### src/rtl/view_pkg.sv
// view_pkg: shared state encoding, screen/counter limits and the Moore output decode for view_control.
//   state_t  - redraw sequencer states
//   ctl_t    - registered strobe bundle driven to the view datapath
//   decode() - strobe values for a given state
package view_pkg;
  typedef enum logic [3:0] {
    IDLE, BG, LOAD_G, DRAW_G, NEXT_G, LOAD_S, DRAW_S, NEXT_S, DRAIN, DONE
  } state_t;
  localparam logic [7:0] SPRITE_LAST = 8'd255;
  localparam logic [16:0] BG_LAST = 17'h1FFFF;
  localparam int SCREEN_W = 320;
  localparam int SCREEN_H = 240;
  typedef struct packed {
    logic resetn_c;
    logic enable_c;
    logic load_x;
    logic load_y;
    logic load_color;
    logic enable_x_adder;
    logic enable_y_adder;
    logic draw_background;
    logic enable_gold;
    logic enable_stone;
    logic resetn_gold_stone;
    logic load_stone;
    logic busy;
    logic frame_done;
  } ctl_t;
  function automatic ctl_t decode(state_t s);
    ctl_t c;
    logic draw;
    draw = s inside {DRAW_G, DRAW_S};
    c = '0;
    c.resetn_c = !(s inside {IDLE, LOAD_G, LOAD_S, NEXT_G, NEXT_S});
    c.enable_c = draw;
    c.load_x = s inside {LOAD_G, LOAD_S};
    c.load_y = s inside {LOAD_G, LOAD_S};
    c.load_color = draw;
    c.enable_x_adder = draw;
    c.enable_y_adder = draw;
    c.draw_background = s == BG;
    c.enable_gold = s == NEXT_G;
    c.enable_stone = s == NEXT_S;
    c.resetn_gold_stone = !(s inside {IDLE, DONE});
    // colour mux stays on stone while the final stone pixels drain out of the pipe
    c.load_stone = s inside {LOAD_S, DRAW_S, NEXT_S, DRAIN};
    c.busy = s != IDLE;
    c.frame_done = s == DONE;
    return c;
  endfunction
endpackage

### src/rtl/plot_delay.sv
// plot_delay: DEPTH-deep shift register aligning the plot strobe with the datapath pixel pipeline.
//   clk_i, resetn_i (async active-low clear), d_i (plot candidate), q_o (delayed strobe)
module plot_delay #(
  parameter int DEPTH = 2
) (
  input  logic clk_i,
  input  logic resetn_i,
  input  logic d_i,
  output logic q_o
);
  logic [DEPTH-1:0] sr_q;
  always_ff @(posedge clk_i or negedge resetn_i) begin
    if (!resetn_i) sr_q <= '0;
    else sr_q <= (sr_q << 1) | DEPTH'(d_i);
  end
  assign q_o = sr_q[DEPTH-1];
endmodule

### src/rtl/view_control.sv
// view_control: per-frame redraw sequencer (background pass, gold sprites, stone sprites) for the view datapath.
//   in : clk, resetn (async active-low), frame tick, background_cout, cout, gold_cout, stone_cout
//   out: datapath counter clears/enables, sprite loads/enables, load_stone colour select,
//        plot (pipeline-aligned write strobe), busy, frame_done
module view_control
  import view_pkg::*;
#(
  parameter int NUM_GOLD  = 5,
  parameter int NUM_STONE = 3,
  parameter int PLOT_LAT  = 2
) (
  input  logic        clk,
  input  logic        resetn,
  input  logic        frame,
  input  logic [17:0] background_cout,
  input  logic [8:0]  cout,
  input  logic [2:0]  gold_cout,
  input  logic [2:0]  stone_cout,
  output logic        resetn_c,
  output logic        enable_c,
  output logic        load_x,
  output logic        load_y,
  output logic        load_color,
  output logic        enable_x_adder,
  output logic        enable_y_adder,
  output logic        draw_background,
  output logic        enable_gold,
  output logic        enable_stone,
  output logic        resetn_gold_stone,
  output logic        load_stone,
  output logic        plot,
  output logic        busy,
  output logic        frame_done
);
  localparam logic [2:0] GOLD_LAST = 3'(NUM_GOLD - 1);
  localparam logic [2:0] STONE_LAST = 3'(NUM_STONE - 1);
  localparam logic [7:0] DRAIN_LAST = 8'(PLOT_LAT - 1);
  state_t state_q, state_d;
  logic pending_q, pending_d;
  logic [7:0] drain_q, drain_d;
  ctl_t ctl_q;
  logic cand;
  logic unused_bits;
  assign unused_bits = ^{background_cout[17], cout[8]};
  always_ff @(posedge clk or negedge resetn) begin
    if (!resetn) begin
      state_q <= IDLE;
      pending_q <= 1'b0;
      drain_q <= '0;
      ctl_q <= decode(IDLE);
    end else begin
      state_q <= state_d;
      pending_q <= pending_d;
      drain_q <= drain_d;
      ctl_q <= decode(state_d);
    end
  end
  // a tick arriving while busy (including DONE) is remembered once; extra ticks are dropped
  always_comb begin
    state_d = state_q;
    pending_d = pending_q | frame;
    drain_d = '0;
    case (state_q)
      IDLE: begin
        pending_d = 1'b0;
        state_d = (frame || pending_q) ? BG : IDLE;
      end
      BG:     state_d = (background_cout[16:0] == BG_LAST) ? LOAD_G : BG;
      LOAD_G: state_d = DRAW_G;
      DRAW_G: state_d = (cout[7:0] == SPRITE_LAST) ? NEXT_G : DRAW_G;
      NEXT_G: state_d = (gold_cout == GOLD_LAST) ? LOAD_S : LOAD_G;
      LOAD_S: state_d = DRAW_S;
      DRAW_S: state_d = (cout[7:0] == SPRITE_LAST) ? NEXT_S : DRAW_S;
      NEXT_S: state_d = (stone_cout == STONE_LAST) ? DRAIN : LOAD_S;
      DRAIN: begin
        drain_d = drain_q + 8'd1;
        state_d = (drain_q == DRAIN_LAST) ? DONE : DRAIN;
      end
      DONE:    state_d = IDLE;
      default: state_d = IDLE;
    endcase
  end
  // candidate is taken against the live counter value; the datapath presents that pixel PLOT_LAT cycles later
  assign cand = (ctl_q.draw_background && background_cout[8:0] < 9'(SCREEN_W)
                 && background_cout[16:9] < 8'(SCREEN_H)) || ctl_q.load_color;
  plot_delay #(.DEPTH(PLOT_LAT)) u_plot_delay (
    .clk_i(clk),
    .resetn_i(resetn),
    .d_i(cand),
    .q_o(plot)
  );
  assign resetn_c = ctl_q.resetn_c;
  assign enable_c = ctl_q.enable_c;
  assign load_x = ctl_q.load_x;
  assign load_y = ctl_q.load_y;
  assign load_color = ctl_q.load_color;
  assign enable_x_adder = ctl_q.enable_x_adder;
  assign enable_y_adder = ctl_q.enable_y_adder;
  assign draw_background = ctl_q.draw_background;
  assign enable_gold = ctl_q.enable_gold;
  assign enable_stone = ctl_q.enable_stone;
  assign resetn_gold_stone = ctl_q.resetn_gold_stone;
  assign load_stone = ctl_q.load_stone;
  assign busy = ctl_q.busy;
  assign frame_done = ctl_q.frame_done;
endmodule

### config.mk
export PLATFORM = sky130hd
export DESIGN_NAME = view_control
export DESIGN_NICKNAME = d
export VERILOG_FILES = /design/src/rtl/view_pkg.sv /design/src/rtl/plot_delay.sv /design/src/rtl/view_control.sv
export SDC_FILE = /design/constraint.sdc
export NUM_CORES = 1
export LEC_CHECK = 0
export CORE_MARGIN = 2
export CORE_UTILIZATION = 43
export CTS_CLUSTER_DIAMETER = 30
export DETAILED_ROUTE_END_ITERATION = 8
export HOLD_SLACK_MARGIN = 0.06
export PLACE_DENSITY = 0.79
export SLEW_MARGIN = 20
export SYNTH_ARGS = -nofsm -noshare
export SYNTH_HDL_FRONTEND = slang
export SYNTH_SLANG_ARGS = --single-unit
export TNS_END_PERCENT = 100
### constraint.sdc
create_clock -name clk -period 2.3 [get_ports clk]
set_clock_uncertainty 0.05 [all_clocks]
set_input_delay 0.575 -clock clk [delete_from_list [all_inputs] [get_ports clk]]
set_output_delay 0.575 -clock clk [all_outputs]
set_load 0.01 [all_outputs]
==> impl_results.md <==
* Status: finished, violations left
* Failing checks: DRC
* Leak at ~0.90 nW
* Slew at the pin with the worst max-slew slack at 464 ps
* Crit-path max FO at 4
* Vias per inst at 5.39
* Layout Utilization at 0.745
* RSZ-0062 raised after global routing: true
* CP endpoint kind: register
* Die area at ~0.0035 mm^2
* Number of flops mapped to enable cells by yosys at 0
* Share of layout cells above drive strength 1 at 0.299
* Total clock sinks at 25
* First-pass GRT wire length at around 5000 um
* Antenna violations before repair at 0
* DR vias at 1,175
* Total power at approximately 0.00076 W
* Post-synth net total at between 150 and 200
* Fmax at roughly 0.44 GHz
* Post-synthesis compound-gate area fraction at 0.125
* Core area at about 0.0028 mm^2
* Ys Warns at 0
* DR iter-0 viols at 45
* Clock Path Buffers at 2
* Vias in the first global route at ~1,100
* Rows at 19
* DRT Wirelength at between 3000 and 4000 um
* Worst vdd ir at between 0.15 and 0.2 mV
* Post-synthesis xor/xnor area fraction at 0.0472
* Drt wl/cell at about 17 um
* Place WS at -431 ps
* Cell count after synthesis at about 110
* Fin crit share at 0.996
* Slew Limit Fails at 0
* Max Cap Viol at 0
* Cts bufs inserted at 3
* DR pass1 iterations at 7
* Critical Path RT at approximately 2500 ps
* Root Buffer: clkbuf_4
* Number of synthesized register bits at 25
* Hold buffers post-CTS at 0
* Hold_ws at 318 ps
* Post-Synth Simple-Gate Area at 0.254
* CTS tree: built
* Largest family of logic cells by synthesized area: simple AND/OR/NAND/NOR gates
* Final hold vios at 0
* CP Class: in2reg
* Placer Congestion at slightly below 0.8
* IO buf count at 48
* Die Height at approximately 59 um
* H-tree level count at 1
* Largest net degree at the start of global routing at 26
* Area delta synth->final at 61.0%
* Total GRT Usage at 0.193
* Overall overflow remaining after global route at 0
* Initial Utilization at 0.463
* ANT nets after route at 0
* Hold Path Class: reg2reg
* Nets at 226
* Syn Std Cell Area at 0.00130 mm^2
* Post-synthesis sequential area ratio at 0.482
* Dpl hpwl at 2430 um
* Diode count at 0
* Fraction of registers with async set or reset after synthesis at 1.00
* Pwr per Cell Area at approximately 360 mW/mm^2
* Arr. time, crit path at 2460 ps
* Relative slew slack at 0.688
* Clock Pin Slew Worst Setup and Hold Paths at 130 ps
* Post-synthesis mux area share at 0.00867
* Adder-cell share of the synthesized area at 0.0193
* Syn Area/Cell at approximately 11 um^2
* Skew-Pair Late Insertion Delay at 310 ps
* Top Ports at ~50
* Library cells used by synthesis at between 40 and 50
* Die X at 59.0 um
* Residual DRC at 1
* Final worst slack at about 8.8 ps
* Setup-failing EPs final at 0
* Top FF cell, synth: dfrtp_1
* Startpoint Class: primary input
* Period minus WS final at approximately 2300 ps
## layout make-up
cell class              count  area, um^2
fillers                   192         714
repair buffers             77         703
multi-input cells          79         689
flip-flops and latches     25         626
well taps                  31        38.8
clock buffers               4        26.3
inverters                   2        7.51
## synthesized netlist by cell type (all sizes together) (2+ instances only)
cell | count | area share
dfrtp | 25 | 0.48
nor2 | 11 | 0.032
buf | 8 | 0.058
nand2 | 5 | 0.014
nand3 | 5 | 0.019
or3 | 5 | 0.029
xor2 | 5 | 0.034
nand4 | 4 | 0.019
nor3 | 3 | 0.020
nor4 | 3 | 0.014
o311ai | 3 | 0.038
or2 | 3 | 0.014
a21oi | 2 | 0.0077
and2 | 2 | 0.0096
and3 | 2 | 0.0096
ha | 2 | 0.019
inv | 2 | 0.0058
nand2b | 2 | 0.0096
nor3b | 2 | 0.012
o21ai | 2 | 0.0077
or4b | 2 | 0.018
xnor2 | 2 | 0.013
## cells by family after synthesis
logic type,Yosys count
xor+xnor,7
simple gates,54
fa+ha+maj,2
buf+inv,10
mux,1
flops,25
compound gates,15
## sequential cells by signal, summed over array words and instances (netlist names)
name               count
busy                   1
drain_q                8
draw_background        1
enable_gold            1
enable_stone           1
enable_y_adder         1
frame_done             1
load_stone             1
load_y                 1
pending_q              1
resetn_c               1
resetn_gold_stone      1
state_q                4
u_plot_delay.sr_q      2
## worst max-delay path, stage by stage
cell and delay (ps):
clkdlybuf4s50_1 440, or3b_4 400, a32oi_4 230, buf_4 180, o311ai_4 130, buf_4 180, o41ai_4 320
## layer usage
layer / routed length, um / part of all wire / global-route usage / vias to the layer above
met3: 153 / 0.041 / 0.0132 / 10
met1: 1470 / 0.40 / 0.241 / 555
met4: 82 / 0.022 / 0.0877 / 0
met5: 0 / 0 / 0 / -
li1: - / - / - / 557
met2: 2020 / 0.54 / 0.340 / 53
## final timing paths
path | from | endpoint | slack, ps | depth (start not counted)
min in group asynchronous | resetn | drain_q[3] | 560 | 2
max | stone_cout[1] | load_y | 9 | 7
min reg2reg | u_plot_delay.sr_q[0] | u_plot_delay.sr_q[1] | 320 | 0
max reg2reg | state_q[2] | draw_background | 130 | 6
max in group asynchronous | resetn | load_y | 1400 | 2
min | u_plot_delay.sr_q[0] | u_plot_delay.sr_q[1] | 320 | 0
## placed cells by master (no fill, tap or decap), types with 2 or more instances in the layout
cell             netlist  layout
inv_1                  2       2
or2_2                  3       3
nand3_1                5       5
and3_1                 2       2
xnor2_1                2       2
nor4_1                 3       2
clkbuf_4               0       3
xor2_1                 5       5
dfrtp_1               25      25
nand4_1                4       4
or3_4                  1       3
ha_1                   2       2
nand2b_1               2       2
dlygate4sd2_1          0       4
and2_1                 2       2
a21oi_1                2       2
nor2_1                11      11
buf_4                  4      29
nor3b_1                2       2
nand2_1                5       4
dlymetal6s2s_1         0       4
o311ai_4               0       3
clkdlybuf4s50_1        0      40
## through the flow
stage,cell area [um^2],std cells,setup TNS [ps]
finish,2090,218,0
global route,2090,218,-32.3
CTS,2000,216,0
detailed placement,1890,204,-2820
global placement,1890,204,-2490
floorplan,1300,114,0
## power by group
group | total, W | switching [W] | leakage, nW | internal (W)
clock network | 0.000192 | 0.000124 | 0.0150 | 0.0000677
logic | 0.000119 | 0.0000410 | 0.569 | 0.0000780
registers | 0.000452 | 0.00000413 | 0.316 | 0.000448
total | 0.000763 | 0.000169 | 0.901 | 0.000593
## timing repair
| action | CTS | global route |
|---|---|---|
| endpoints found under the hold margin | 0 | 0 |
| setup buffers | 8 | 2 |
| pin swaps | 4 | 8 |
| endpoints found under the setup margin | 4 | 7 |
| gates resized for setup | 11 | 13 |
No activity file was read; power rests on OpenSTA's default activity.
